### config.mk
export PLATFORM = sky130hd
export DESIGN_NAME = multi_cycle_control
export DESIGN_NICKNAME = d
export VERILOG_FILES = /design/src/rtl/mc_pkg.sv /design/src/rtl/mem_wait_timer.sv /design/src/rtl/multi_cycle_control.sv
export SDC_FILE = /design/constraint.sdc
export NUM_CORES = 1
export LEC_CHECK = 0
export ABC_AREA = 1
export ABC_CLOCK_PERIOD_IN_PS = 3550
export CORE_MARGIN = 1
export CORE_UTILIZATION = 44
export CTS_CLUSTER_DIAMETER = 200
export DETAILED_ROUTE_END_ITERATION = 8
export HOLD_SLACK_MARGIN = 0.06
export PLACE_DENSITY = 0.81
export SYNTH_ARGS = -nofsm -noshare
export SYNTH_HDL_FRONTEND = slang
export SYNTH_SLANG_ARGS = --single-unit
### constraint.sdc
create_clock -name clk -period 3.55 [get_ports clk]
set_input_delay 0.355 -clock clk [delete_from_list [all_inputs] [get_ports clk]]
set_output_delay 0.355 -clock clk [all_outputs]
set_load 0.02 [all_outputs]
### src/rtl/mc_pkg.sv
// Shared encodings for the multi-cycle controller: state codes, opcodes,
// ALU/mux select codes and the bundled control-word type.
package mc_pkg;

  typedef enum logic [3:0] {
    FETCH     = 4'd0,
    DECODE    = 4'd1,
    MEM_ADDR  = 4'd2,
    MEM_RD    = 4'd3,
    MEM_WB    = 4'd4,
    MEM_WR    = 4'd5,
    R_EXEC    = 4'd6,
    R_WB      = 4'd7,
    ADDI_EXEC = 4'd8,
    ADDI_WB   = 4'd9,
    BRANCH    = 4'd10,
    JUMP      = 4'd11,
    TRAP      = 4'd12
  } state_t;

  localparam logic [5:0] OP_RTYPE = 6'b000000;
  localparam logic [5:0] OP_LW    = 6'b100011;
  localparam logic [5:0] OP_SW    = 6'b101011;
  localparam logic [5:0] OP_ADDI  = 6'b001000;
  localparam logic [5:0] OP_BEQ   = 6'b000100;
  localparam logic [5:0] OP_J     = 6'b000010;

  localparam logic [2:0] ALU_ADD   = 3'b000;
  localparam logic [2:0] ALU_SUB   = 3'b001;
  localparam logic [2:0] ALU_FUNCT = 3'b010;

  localparam logic [1:0] SRCB_REGB    = 2'b00;
  localparam logic [1:0] SRCB_FOUR    = 2'b01;
  localparam logic [1:0] SRCB_IMM     = 2'b10;
  localparam logic [1:0] SRCB_IMM_SH2 = 2'b11;

  localparam logic [1:0] PCSRC_ALU    = 2'b00;
  localparam logic [1:0] PCSRC_ALUOUT = 2'b01;
  localparam logic [1:0] PCSRC_JUMP   = 2'b10;

  typedef struct packed {
    logic       pc_write;
    logic       pc_write_cond;
    logic       i_or_d;
    logic       mem_read;
    logic       mem_write;
    logic       ir_write;
    logic       mem_to_reg;
    logic       reg_dst;
    logic       reg_write;
    logic       alu_src_a;
    logic [1:0] alu_src_b;
    logic [2:0] alu_op;
    logic [1:0] pc_source;
  } ctrl_t;

  // States that wait on memory and are subject to the timeout.
  function automatic logic is_wait_state(input state_t s);
    return (s == FETCH) || (s == MEM_RD) || (s == MEM_WR);
  endfunction

endpackage

### src/rtl/mem_wait_timer.sv
// Counts consecutive stalled cycles in a memory wait state and flags the
// cycle on which the count would reach TIMEOUT.
module mem_wait_timer #(
  parameter int TIMEOUT = 16
) (
  input  logic clk,
  input  logic rst,
  input  logic clear,
  input  logic stall,
  output logic expired
);

  localparam int CW = (TIMEOUT < 2) ? 1 : $clog2(TIMEOUT + 1);

  logic [CW-1:0] count;

  // Stall-cycle counter, cleared whenever the access is not stalling.
  always_ff @(posedge clk) begin
    if (rst) begin
      count <= '0;
    end else if (clear) begin
      count <= '0;
    end else if (stall) begin
      count <= count + CW'(1);
    end else begin
      count <= count;
    end
  end

  // This stalled cycle is the TIMEOUT-th one; a ready in the same cycle wins.
  assign expired = stall && (count == CW'(TIMEOUT - 1));

endmodule

### src/rtl/multi_cycle_control.sv
// Multi-cycle MIPS-style control FSM with memory-wait timeout and trap state.
// Optional MC_RETIRE_COUNT_EN adds a saturating retired-instruction counter.
module multi_cycle_control
  import mc_pkg::*;
#(
  parameter int TIMEOUT = 16
) (
  input  logic        clk,
  input  logic        rst,
  input  logic [5:0]  opcode,
  input  logic        zf,
  input  logic        mem_ready,
  output logic        pc_write,
  output logic        pc_write_cond,
  output logic        i_or_d,
  output logic        mem_read,
  output logic        mem_write,
  output logic        ir_write,
  output logic        mem_to_reg,
  output logic        reg_dst,
  output logic        reg_write,
  output logic        alu_src_a,
  output logic [1:0]  alu_src_b,
  output logic [2:0]  alu_op,
  output logic [1:0]  pc_source,
  output logic [3:0]  state,
  output logic        trap
`ifdef MC_RETIRE_COUNT_EN
  ,
  output logic [31:0] retired
`endif
);

  state_t state_r;
  ctrl_t  ctl;
  logic   stall;
  logic   expired;
  logic   unused_zf;

  // The branch decision is taken by the datapath, so zf is not consumed here.
  assign unused_zf = zf;

  assign stall = is_wait_state(state_r) && !mem_ready;

  mem_wait_timer #(.TIMEOUT(TIMEOUT)) u_timer (
    .clk     (clk),
    .rst     (rst),
    .clear   (!stall),
    .stall   (stall),
    .expired (expired)
  );

  // Controller state sequencing.
  always_ff @(posedge clk) begin
    if (rst) begin
      state_r <= FETCH;
    end else begin
      case (state_r)
        FETCH: begin
          if (mem_ready)    state_r <= DECODE;
          else if (expired) state_r <= TRAP;
          else              state_r <= FETCH;
        end
        DECODE: begin
          case (opcode)
            OP_RTYPE:     state_r <= R_EXEC;
            OP_LW, OP_SW: state_r <= MEM_ADDR;
            OP_ADDI:      state_r <= ADDI_EXEC;
            OP_BEQ:       state_r <= BRANCH;
            OP_J:         state_r <= JUMP;
            default:      state_r <= TRAP;
          endcase
        end
        MEM_ADDR:  state_r <= (opcode == OP_LW) ? MEM_RD : MEM_WR;
        MEM_RD: begin
          if (mem_ready)    state_r <= MEM_WB;
          else if (expired) state_r <= TRAP;
          else              state_r <= MEM_RD;
        end
        MEM_WB:    state_r <= FETCH;
        MEM_WR: begin
          if (mem_ready)    state_r <= FETCH;
          else if (expired) state_r <= TRAP;
          else              state_r <= MEM_WR;
        end
        R_EXEC:    state_r <= R_WB;
        R_WB:      state_r <= FETCH;
        ADDI_EXEC: state_r <= ADDI_WB;
        ADDI_WB:   state_r <= FETCH;
        BRANCH:    state_r <= FETCH;
        JUMP:      state_r <= FETCH;
        TRAP:      state_r <= TRAP;
        default:   state_r <= TRAP;
      endcase
    end
  end

  // Control word decode from the current state (mem_ready only in FETCH).
  always_comb begin
    ctl = '0;
    case (state_r)
      FETCH: begin
        ctl.mem_read  = 1'b1;
        ctl.alu_src_b = SRCB_FOUR;
        ctl.alu_op    = ALU_ADD;
        ctl.pc_source = PCSRC_ALU;
        ctl.ir_write  = mem_ready;
        ctl.pc_write  = mem_ready;
      end
      DECODE: begin
        ctl.alu_src_b = SRCB_IMM_SH2;
        ctl.alu_op    = ALU_ADD;
      end
      MEM_ADDR, ADDI_EXEC: begin
        ctl.alu_src_a = 1'b1;
        ctl.alu_src_b = SRCB_IMM;
        ctl.alu_op    = ALU_ADD;
      end
      MEM_RD: begin
        ctl.mem_read = 1'b1;
        ctl.i_or_d   = 1'b1;
      end
      MEM_WB: begin
        ctl.reg_write  = 1'b1;
        ctl.mem_to_reg = 1'b1;
      end
      MEM_WR: begin
        ctl.mem_write = 1'b1;
        ctl.i_or_d    = 1'b1;
      end
      R_EXEC: begin
        ctl.alu_src_a = 1'b1;
        ctl.alu_src_b = SRCB_REGB;
        ctl.alu_op    = ALU_FUNCT;
      end
      R_WB: begin
        ctl.reg_write = 1'b1;
        ctl.reg_dst   = 1'b1;
      end
      ADDI_WB: begin
        ctl.reg_write = 1'b1;
      end
      BRANCH: begin
        ctl.alu_src_a     = 1'b1;
        ctl.alu_src_b     = SRCB_REGB;
        ctl.alu_op        = ALU_SUB;
        ctl.pc_write_cond = 1'b1;
        ctl.pc_source     = PCSRC_ALUOUT;
      end
      JUMP: begin
        ctl.pc_write  = 1'b1;
        ctl.pc_source = PCSRC_JUMP;
      end
      default: ctl = '0;
    endcase
  end

  // Write enables are held off for the whole reset cycle, whatever the state.
  assign pc_write      = ctl.pc_write      & ~rst;
  assign pc_write_cond = ctl.pc_write_cond & ~rst;
  assign ir_write      = ctl.ir_write      & ~rst;
  assign reg_write     = ctl.reg_write     & ~rst;
  assign mem_write     = ctl.mem_write     & ~rst;
  assign i_or_d        = ctl.i_or_d;
  assign mem_read      = ctl.mem_read;
  assign mem_to_reg    = ctl.mem_to_reg;
  assign reg_dst       = ctl.reg_dst;
  assign alu_src_a     = ctl.alu_src_a;
  assign alu_src_b     = ctl.alu_src_b;
  assign alu_op        = ctl.alu_op;
  assign pc_source     = ctl.pc_source;
  assign state         = state_r;
  assign trap          = (state_r == TRAP);

`ifdef MC_RETIRE_COUNT_EN
  logic retire;

  assign retire = (state_r == MEM_WB) || (state_r == R_WB) || (state_r == ADDI_WB) ||
                  (state_r == BRANCH) || (state_r == JUMP) ||
                  ((state_r == MEM_WR) && mem_ready);

  // Saturating count of instructions that completed back into FETCH.
  always_ff @(posedge clk) begin
    if (rst) begin
      retired <= 32'd0;
    end else if (retire && (retired != 32'hFFFF_FFFF)) begin
      retired <= retired + 32'd1;
    end else begin
      retired <= retired;
    end
  end
`endif

endmodule

; ---- Word level (Yosys, flattened, before mapping)
; Index checks and enable logic that the tools add are counted.
[word_totals]
ff_bits = 9
latch_bits = 0
ram_bits = 0
rom_bits = 0
out_inout_bits = 22
wordCells = 64
n_memories = 0
[op_classes]
add_sub_neg = 1
mul = 0
div_mod_pow = 0
n_lt_le_gt_ge = 0
eq_ne = 18
shift = 0
muxes = 21
n_bitwise = 7
reduce_logical = 15
[op_table]
columns = operator, count
row1 = $pmux W4 S8, 1
row2 = $pmux W5 S5, 1
row3 = $mux W4, 6
row4 = $eq A4 B4 Y1 const B, 5
row5 = $pmux W4 S5, 1
row6 = $eq A4 B3 Y1 const B, 4
row7 = $eq A6 B6 Y1 const B, 2
row8 = $reduce_or A2 Y1, 5
row9 = $mux W1, 9
row10 = $eq A4 B2 Y1 const B, 2
row11 = $eq A6 B2 Y1 const B, 1
row12 = $eq A6 B3 Y1 const B, 1
row13 = $eq A6 B4 Y1 const B, 1
row14 = $logic_not A6 Y1, 1
row15 = $add A5 B1 Y5 const B, 1
row16 = $and A1 B1 Y1, 5
row17 = $eq A5 B4 Y1 const B, 1
row18 = $reduce_or A5 Y1, 1
row19 = $eq A4 B1 Y1 const B, 1
row20 = $logic_not A4 Y1, 1
row21 = $pmux W2 S2, 1
row22 = $reduce_or A4 Y1, 1
row23 = $mux W3, 1
row24 = $reduce_or A3 Y1, 1
row25 = other kinds (5), 8

; ---- Depth between registers and ports, before layout
; Gate-level depths: netlist of the first run.
[logic_depth]
word_depth = 8
mapped_depth = 10
depth_no_buf = 10

; ---- Cells and area by module
; From an unflattened synthesis of the first run, not the netlist that was laid out.
[unflattened]
hier_cells = 147
area_unflattened_um2 = 855.8
[by_module_without_submodules]
columns = mod, n_inst, cells_per_inst, area_per_inst_um2, seq_area_each_um2
row1 = multi_cycle_control, 1, 115, 593.1, 80.1
row2 = mem_wait_timer, 1, 32, 262.8, 100.1

; ---- Worst setup path after synthesis of the first run
; Ideal clock, no wire load.
[synth_path]
path_type = reg2out
from = reg state_r[3] (netlist: state[3])
to = out pc_write_cond
t_arrival_ns = 1.489
setup_slack_ns = 1.706
stages_incl_launch_ff = 7
n_path_buf = 0
cell_sequence = dfxtp_1 -> inv_1 -> nor2_1 -> inv_1 -> nor2_1 -> inv_1 -> nor2_1
[synth_via]
elab_chain_len = 3
[synth_lines]
columns = element, line_no
row1 = "start, declared", multi_cycle_control.sv:34  ; state_t state_r;
row2 = "start signal, assigned", multi_cycle_control.sv:74  ; MEM_ADDR: state_r <= (opcode == OP_LW) ? MEM_RD : MEM_WR;
row3 = $eq A4 B4 Y1, multi_cycle_control.sv:101  ; case (state_r)
row4 = $mux W1, multi_cycle_control.sv:101
row5 = $and A1 B1 Y1, multi_cycle_control.sv:160  ; assign pc_write_cond = ctl.pc_write_cond & ~rst;
row6 = "end, declared", multi_cycle_control.sv:14  ; output logic pc_write_cond,
; Every way passes these cells.

; ---- Worst setup path after layout of the first run
[layout_path]
from = reg state_r[1] (netlist: state[1])
to = out pc_write
[layout_via]
elab_chain_len = 3
elab_cells_between_ends = 4
cone_classes = 1 x eq/ne / 1 x mux / 1 x bitwise / 1 x reduce/logical
[layout_lines]
columns = element, line_no
row1 = $eq A4 B4 Y1 / $logic_not A4 Y1 (equally long branches), multi_cycle_control.sv:101
row2 = $pmux W1 S2 (*), multi_cycle_control.sv:101
row3 = $and A1 B1 Y1 (*), multi_cycle_control.sv:159  ; assign pc_write = ctl.pc_write & ~rst;
row4 = "end, declared", multi_cycle_control.sv:13  ; output logic pc_write,
; Mark *: on every way between the ends. The rest lies on a longest branch, timed or not.

==> metrics.txt, run 1 <==
number of remaining DRC errors 0; RSZ-0062 raised after global routing false; cts bufs inserted 3; Placement Rows 14; Netlist Area Pre-Place 748 sq um; Power Density 363 nW/um^2; flop-to-flop setup slack 2140 ps; starting density of the core 0.485; wire per inst 10.0 um; fill count 136; worst setup path start state[1]; clock tree from TritonCTS yes; worst setup skew after layout 2.51 ps; Yosys cell types 20; peak supply drop 0.326 mV; met1 Use GR 0.233; Clk Latency, worst-skew pair 260 ps; clock transition time at the flip-flop clock pins of the worst setup and hold paths 60 ps; portion of the clock cycle consumed by the worst path in the final layout 0.642; Async SR Flop Fraction 0; required time of the critical path 3190 ps; Placed Cells 178; die outline area 1870 sq um; number of antenna violations at the first check in global routing 0; vias in the first global route 832; number of flops mapped to enable cells by yosys 0; overflow left after global routing 0; clock root buffer master sky130_fd_sc_hd__clkbuf_4; final cell count without fillers 182; Final Power 0.391 mW; count of buffers added by post-CTS timing repair for setup 0; area added between synthesis and finish 44.0%; TritonCTS sink count 9; Port Buffers 29; ANT cells 0; pin count of the biggest net entering global routing 8; die extent in y 43.2 um; data arrival time of the critical path 1930 ps; first-pass iteration count of the detailed router 4; number of storage elements in the synthesis netlist 9; cell count after synthesis 134; global-route wire length before repair 3090 um; kind of start point of the critical path register; Hold Buf Count CTS 0; maximum clock path buffer count 2; gr busiest metal met2; launch instance of the worst min-delay path u_timer.count[0]; CTS-repair resized insts 0; met2 track demand over resource in global routing 0.427; end-of-flow core utilization 0.699; overall track demand over capacity in global routing 0.219; DRC violation total after the first TritonRoute iteration 32; Antenna Nets Post-Route 0; final count of negative-setup-slack endpoints 0; Max Cap Viol 0; capture point of the critical path pc_write; startpoint of the worst-slack reg-to-reg timing path u_timer.count[0]; mean post-synth cell area 5.58 sq um; Seq/Total Area, Yosys 0.241; Net count, final 179; Vias/cell 4.86; class of the most critical hold timing path reg -> reg; min cycle time layout 2280 ps; combined area of the multi-input logic cells 455 sq um; Max Clk Rate 0.438 GHz; leakage power 0.544 nW; post-layout worst setup margin 1270 ps; setup TNS 0 ps; final wirelength 1830 um; Chip Width 43.2 um; proportion of layout cells with a drive suffix above 1 0.0602; CP Max Fanout 7; warning count from the yosys run 0; H-tree Lvls 1; placer congestion estimate 0.851; count of cells along the worst register-to-register path 10; final hold viol count 0; critical setup path kind reg -> out; standard cell core area 1540 sq um; Vias 885; Boundary Pins 32; Worst setup EP type primary output; most frequently used flop master after synthesis sky130_fd_sc_hd__dfxtp_1; worst slack at placement 1330 ps; Storage cell area 180 sq um; run status complete, no violations; worst r2r dst state[2]; met3 routing resource usage after global routing 0.0553; post-detailed-placement half-perimeter wirelength 1590 um; Final Max Slew Viols 0; synthesized net count 146
==> kinds of logic (layout without fill, tap and decap cells) <==
kind of cell / Yosys count / after routing / synth area share
other cells: 1 / 1 / 0.00501
flops: 9 / 9 / 0.241
xor+xnor: 1 / 1 / 0.0117
compound gates: 4 / 4 / 0.0351
buf+inv: 29 / 61 / 0.151
fa+ha+maj: 2 / 2 / 0.0334
simple gates: 88 / 88 / 0.523
==> stage by stage <==
step,hold slack [ps],cell area [sq um]
4_1_cts,481,1080
2_1_floorplan,417,748
6_report,469,1080
3_5_place_dp,474,1050
5_1_grt,489,1080
3_3_place_gp,429,1050
==> per-layer routing <==
layer | share of wire | vias up
li1 | - | 470
met1 | 0.45 | 386
met2 | 0.48 | 27
met3 | 0.065 | 2
met4 | 0.0055 | 0
met5 | 0 | -
==> synthesized netlist by cell type, types with 2 or more instances <==
master	n	share of area
sky130_fd_sc_hd__nand2_1	26	0.13
sky130_fd_sc_hd__ha_1	2	0.033
sky130_fd_sc_hd__nor2_1	36	0.18
sky130_fd_sc_hd__nand3_2	3	0.040
sky130_fd_sc_hd__inv_1	28	0.14
sky130_fd_sc_hd__nand3_1	16	0.11
sky130_fd_sc_hd__dfxtp_1	9	0.24
sky130_fd_sc_hd__nor2_2	2	0.017
==> flip-flops by register name (all words and copies together) (netlist names) <==
name           count
u_timer.count      5
state              4
==> cell usage in the layout, fill, tap and decap left out <==
master and count:
sky130_fd_sc_hd__a21oi_2 1, sky130_fd_sc_hd__o31ai_1 1, sky130_fd_sc_hd__o21ai_0 1, sky130_fd_sc_hd__a21oi_1 1
sky130_fd_sc_hd__nand4_1 1, sky130_fd_sc_hd__clkbuf_4 3, sky130_fd_sc_hd__nor2_2 2, sky130_fd_sc_hd__inv_1 28
sky130_fd_sc_hd__nor3_1 1, sky130_fd_sc_hd__clkbuf_1 1, sky130_fd_sc_hd__clkdlybuf4s50_1 29, sky130_fd_sc_hd__conb_1 1
sky130_fd_sc_hd__nor3b_1 1, sky130_fd_sc_hd__nand3_1 16, sky130_fd_sc_hd__nand3_2 3, sky130_fd_sc_hd__ha_1 2
sky130_fd_sc_hd__xor2_1 1, sky130_fd_sc_hd__dfxtp_1 9, sky130_fd_sc_hd__nor2b_1 1, sky130_fd_sc_hd__nand2_1 26
sky130_fd_sc_hd__nor2_4 1, sky130_fd_sc_hd__nor2_1 36
==> worst max-delay path, stage by stage, from the launching register on <==
cell                              delay [ps]
sky130_fd_sc_hd__dfxtp_1                 360
sky130_fd_sc_hd__nor2_1                  170
sky130_fd_sc_hd__nand2_1                 130
sky130_fd_sc_hd__inv_1                    90
sky130_fd_sc_hd__nand2_1                 100
sky130_fd_sc_hd__o21ai_0                 180
sky130_fd_sc_hd__clkdlybuf4s50_1         630
==> worst min path at each step <==
stage / cells past startpoint / end
after floorplan: 1 / state[3]
after global placement: 1 / u_timer.count[0]
after detailed placement: 1 / u_timer.count[0]
after CTS: 1 / u_timer.count[0]
after global routing: 1 / u_timer.count[0]
final: 1 / u_timer.count[0]
==> power by group <==
part	switching [mW]	internal (mW)
Combinational	0.114	0.0819
Sequential	0.00904	0.110
Clock	0.0330	0.0431
Total	0.156	0.235
==> final cells by class <==
cell class                      count  share of cell area
Multi-Input combinational cell     96               0.423
Timing Repair Buffer               29               0.269
Sequential cell                     9               0.167
Inverter                           28              0.0976
Clock buffer                        4              0.0244
Tap cell                           16              0.0186
Note: power is estimated with default switching activity, not from simulation.
==> run 2, diff against run 1 <==
--- a/config.mk
+++ b/config.mk
@@ -6,13 +6,13 @@
 export NUM_CORES = 1
 export LEC_CHECK = 0
 export ABC_AREA = 1
-export ABC_CLOCK_PERIOD_IN_PS = 3550
+export ABC_CLOCK_PERIOD_IN_PS = 2100
 export CORE_MARGIN = 1
-export CORE_UTILIZATION = 44
+export CORE_UTILIZATION = 41
 export CTS_CLUSTER_DIAMETER = 200
 export DETAILED_ROUTE_END_ITERATION = 8
 export HOLD_SLACK_MARGIN = 0.06
-export PLACE_DENSITY = 0.81
+export PLACE_DENSITY = 0.76
 export SYNTH_ARGS = -nofsm -noshare
 export SYNTH_HDL_FRONTEND = slang
 export SYNTH_SLANG_ARGS = --single-unit
==> constraint.sdc (replaced) <==
create_clock -name clk -period 2.1 [get_ports clk]
set_input_delay 0.21 -clock clk [delete_from_list [all_inputs] [get_ports clk]]
set_output_delay 0.21 -clock clk [all_outputs]
set_load 0.02 [all_outputs]
==> run 2 against run 1 <==
Against the previous run:
- via count up 2.5%
- core utilization is 5.6 points lower
- setup slack got worse by 1100 ps
- register-to-register slack worse by 1500 ps
- routed wire length increased by 5.2%
- critical endpoint is now mem_write
- flip-flop and latch count unchanged
- first-iteration DRC count fell by 9.4%
- sequential power grew 69%
- combinational power grew 67%
- final cell count is 5.5% higher
- critical path type unchanged
- critical path depth fell by 1
==> metrics.txt, run 2 (same netlist as run 1, synthesis figures left out) <==
run status complete, no violations; proportion of layout cells with a drive suffix above 1 0.0659 (+0.00563); ANT cells 0 (unchanged); required time of the critical path 1890 ps (-1300 ps); flop-to-flop setup slack 650 ps (-1490 ps); DRC violation total after the first TritonRoute iteration 29 (-9.4%); post-layout worst setup margin 176 ps (-1090 ps); setup TNS 0 ps (unchanged); first-pass iteration count of the detailed router 4 (unchanged); placer congestion estimate 0.860 (+1.1%); Final Max Slew Viols 0 (unchanged); die extent in y 44.7 um (+3.4%); final count of negative-setup-slack endpoints 0 (unchanged); final hold viol count 0 (unchanged); register name with the most flops u_timer.count; Hold Buf Count CTS 0 (unchanged); cts bufs inserted 3 (unchanged); min cycle time layout 1920 ps; startpoint of the worst-slack reg-to-reg timing path u_timer.count[0]; post-detailed-placement half-perimeter wirelength 1580 um (-0.76%); starting density of the core 0.433 (-0.0521); wire per inst 9.99 um (-0.33%); Placement Rows 15 (+1); Clk Latency, worst-skew pair 270 ps (about the same); Storage cell area 180 sq um (unchanged); overflow left after global routing 0 (unchanged); clock root buffer master sky130_fd_sc_hd__clkbuf_4; routed length on met2 917 um (+4.3%); kind of start point of the critical path register; most frequent cells in the layout sky130_fd_sc_hd__nor2_1, sky130_fd_sc_hd__inv_1, sky130_fd_sc_hd__nand2_1; max FFs per register 5 (unchanged); worst setup skew after layout 6.52 ps (+4.01 ps); peak supply drop 0.388 mV (+19%); Boundary Pins 32 (unchanged); combined area of the multi-input logic cells 455 sq um (unchanged); final wirelength 1920 um (+5.2%); pin count of the biggest net entering global routing 8 (unchanged); area added between synthesis and finish 48.3%; global-route wire length before repair 3290 um (+6.5%); die outline area 2000 sq um (+7.0%); Chip Width 44.7 um (+3.4%); count of cells along the worst register-to-register path 10 (unchanged); tightest hold margin 450 ps (-18.8 ps); maximum clock path buffer count 2 (unchanged); Net count, final 180 (+0.56%); overall track demand over capacity in global routing 0.224 (+0.00514); number of antenna violations at the first check in global routing 0 (unchanged); final instance area 1110 sq um (+3.0%); Antenna Nets Post-Route 0 (unchanged); Max Cap Viol 0 (unchanged); critical setup path kind reg -> out; leading cell type in the layout, fill and taps excluded sky130_fd_sc_hd__nor2_1; cell area after placement 1070 sq um (+1.8%); end-of-flow core utilization 0.643 (-0.0561); Power Density 601 nW/um^2 (+66%); Worst setup EP type primary output; worst setup path start state[0]; clock tree from TritonCTS yes; class of the most critical hold timing path reg -> reg; worst slack at placement 239 ps (-1090 ps); TritonCTS sink count 9 (unchanged); CP Max Fanout 4 (-3); detailed-routed wire length on met3 126 um (+6.8%); wire length the detailed router placed on met1 822 um (+0.74%); vias in the first global route 808 (-2.9%); Max Clk Rate 0.520 GHz; DR top layer met4; clock transition time at the flip-flop clock pins of the worst setup and hold paths 70 ps (about the same); fill count 171 (+26%); standard cell core area 1730 sq um (+12%); number of remaining DRC errors 0 (unchanged); portion of the clock cycle consumed by the worst path in the final layout 0.916; Vias 907 (+2.5%); RSZ-0062 raised after global routing false; data arrival time of the critical path 1710 ps (-220 ps); Vias/cell 4.72 (-2.9%); worst r2r dst state[2]; leakage power 0.654 nW (+20%); H-tree Lvls 1 (unchanged); capture point of the critical path mem_write; Port Buffers 29 (unchanged)
## run 2: report_power, final
part,switching (mW),internal [mW]
sequential,0.0154,0.185
combinational,0.193,0.135
clock,0.0647,0.0734
total,0.273,0.394
## run 2: worst max-delay path, cell delays in order (launching register included)
cell and delay, ps:
sky130_fd_sc_hd__dfxtp_1 380, sky130_fd_sc_hd__inv_1 80, sky130_fd_sc_hd__nor2_1 130, sky130_fd_sc_hd__nand2_1 140, sky130_fd_sc_hd__nor2_1 110, sky130_fd_sc_hd__clkdlybuf4s50_1 610
## run 2: what timing repair did
item                                    4_1_cts  5_1_grt
gates resized for setup                       1        6
cloned                                        0        0
endpoints found under the setup margin        1        6
pin swaps                                     0        0
setup buffers                                 0        0
## run 2: how the worst min path moves through the flow
stage | startpoint | to | slack (ps) | cells past startpoint
4_1_cts | u_timer.count[0] | u_timer.count[0] | 450 | 1
3_3_place_gp | u_timer.count[0] | u_timer.count[0] | 430 | 1
3_5_place_dp | u_timer.count[0] | u_timer.count[0] | 440 | 1
6_report | u_timer.count[0] | u_timer.count[0] | 450 | 1
2_1_floorplan | rst | state[3] | 270 | 1
5_1_grt | u_timer.count[0] | u_timer.count[0] | 470 | 1
## run 2: stage by stage
step / instances / total power, mW
2_1_floorplan: 134 / 0.400
3_3_place_gp: 188 / 0.530
3_5_place_dp: 188 / 0.538
4_1_cts: 192 / 0.674
5_1_grt: 192 / 0.714
6_report: 192 / 0.667
## run 2: cell type report
class	instances	share of cell area
Sequential cell	9	0.162
Clock buffer	4	0.0237
Timing Repair Buffer	30	0.281
Multi-Input combinational cell	96	0.410
Inverter	28	0.0947
Tap cell	25	0.0282
## run 2: per-layer routing
metal / global-route usage / up-vias
met5: 0 / -
met4: 0.121 / 0
met3: 0.0480 / 6
met2: 0.391 / 42
met1: 0.254 / 384
li1: - / 475
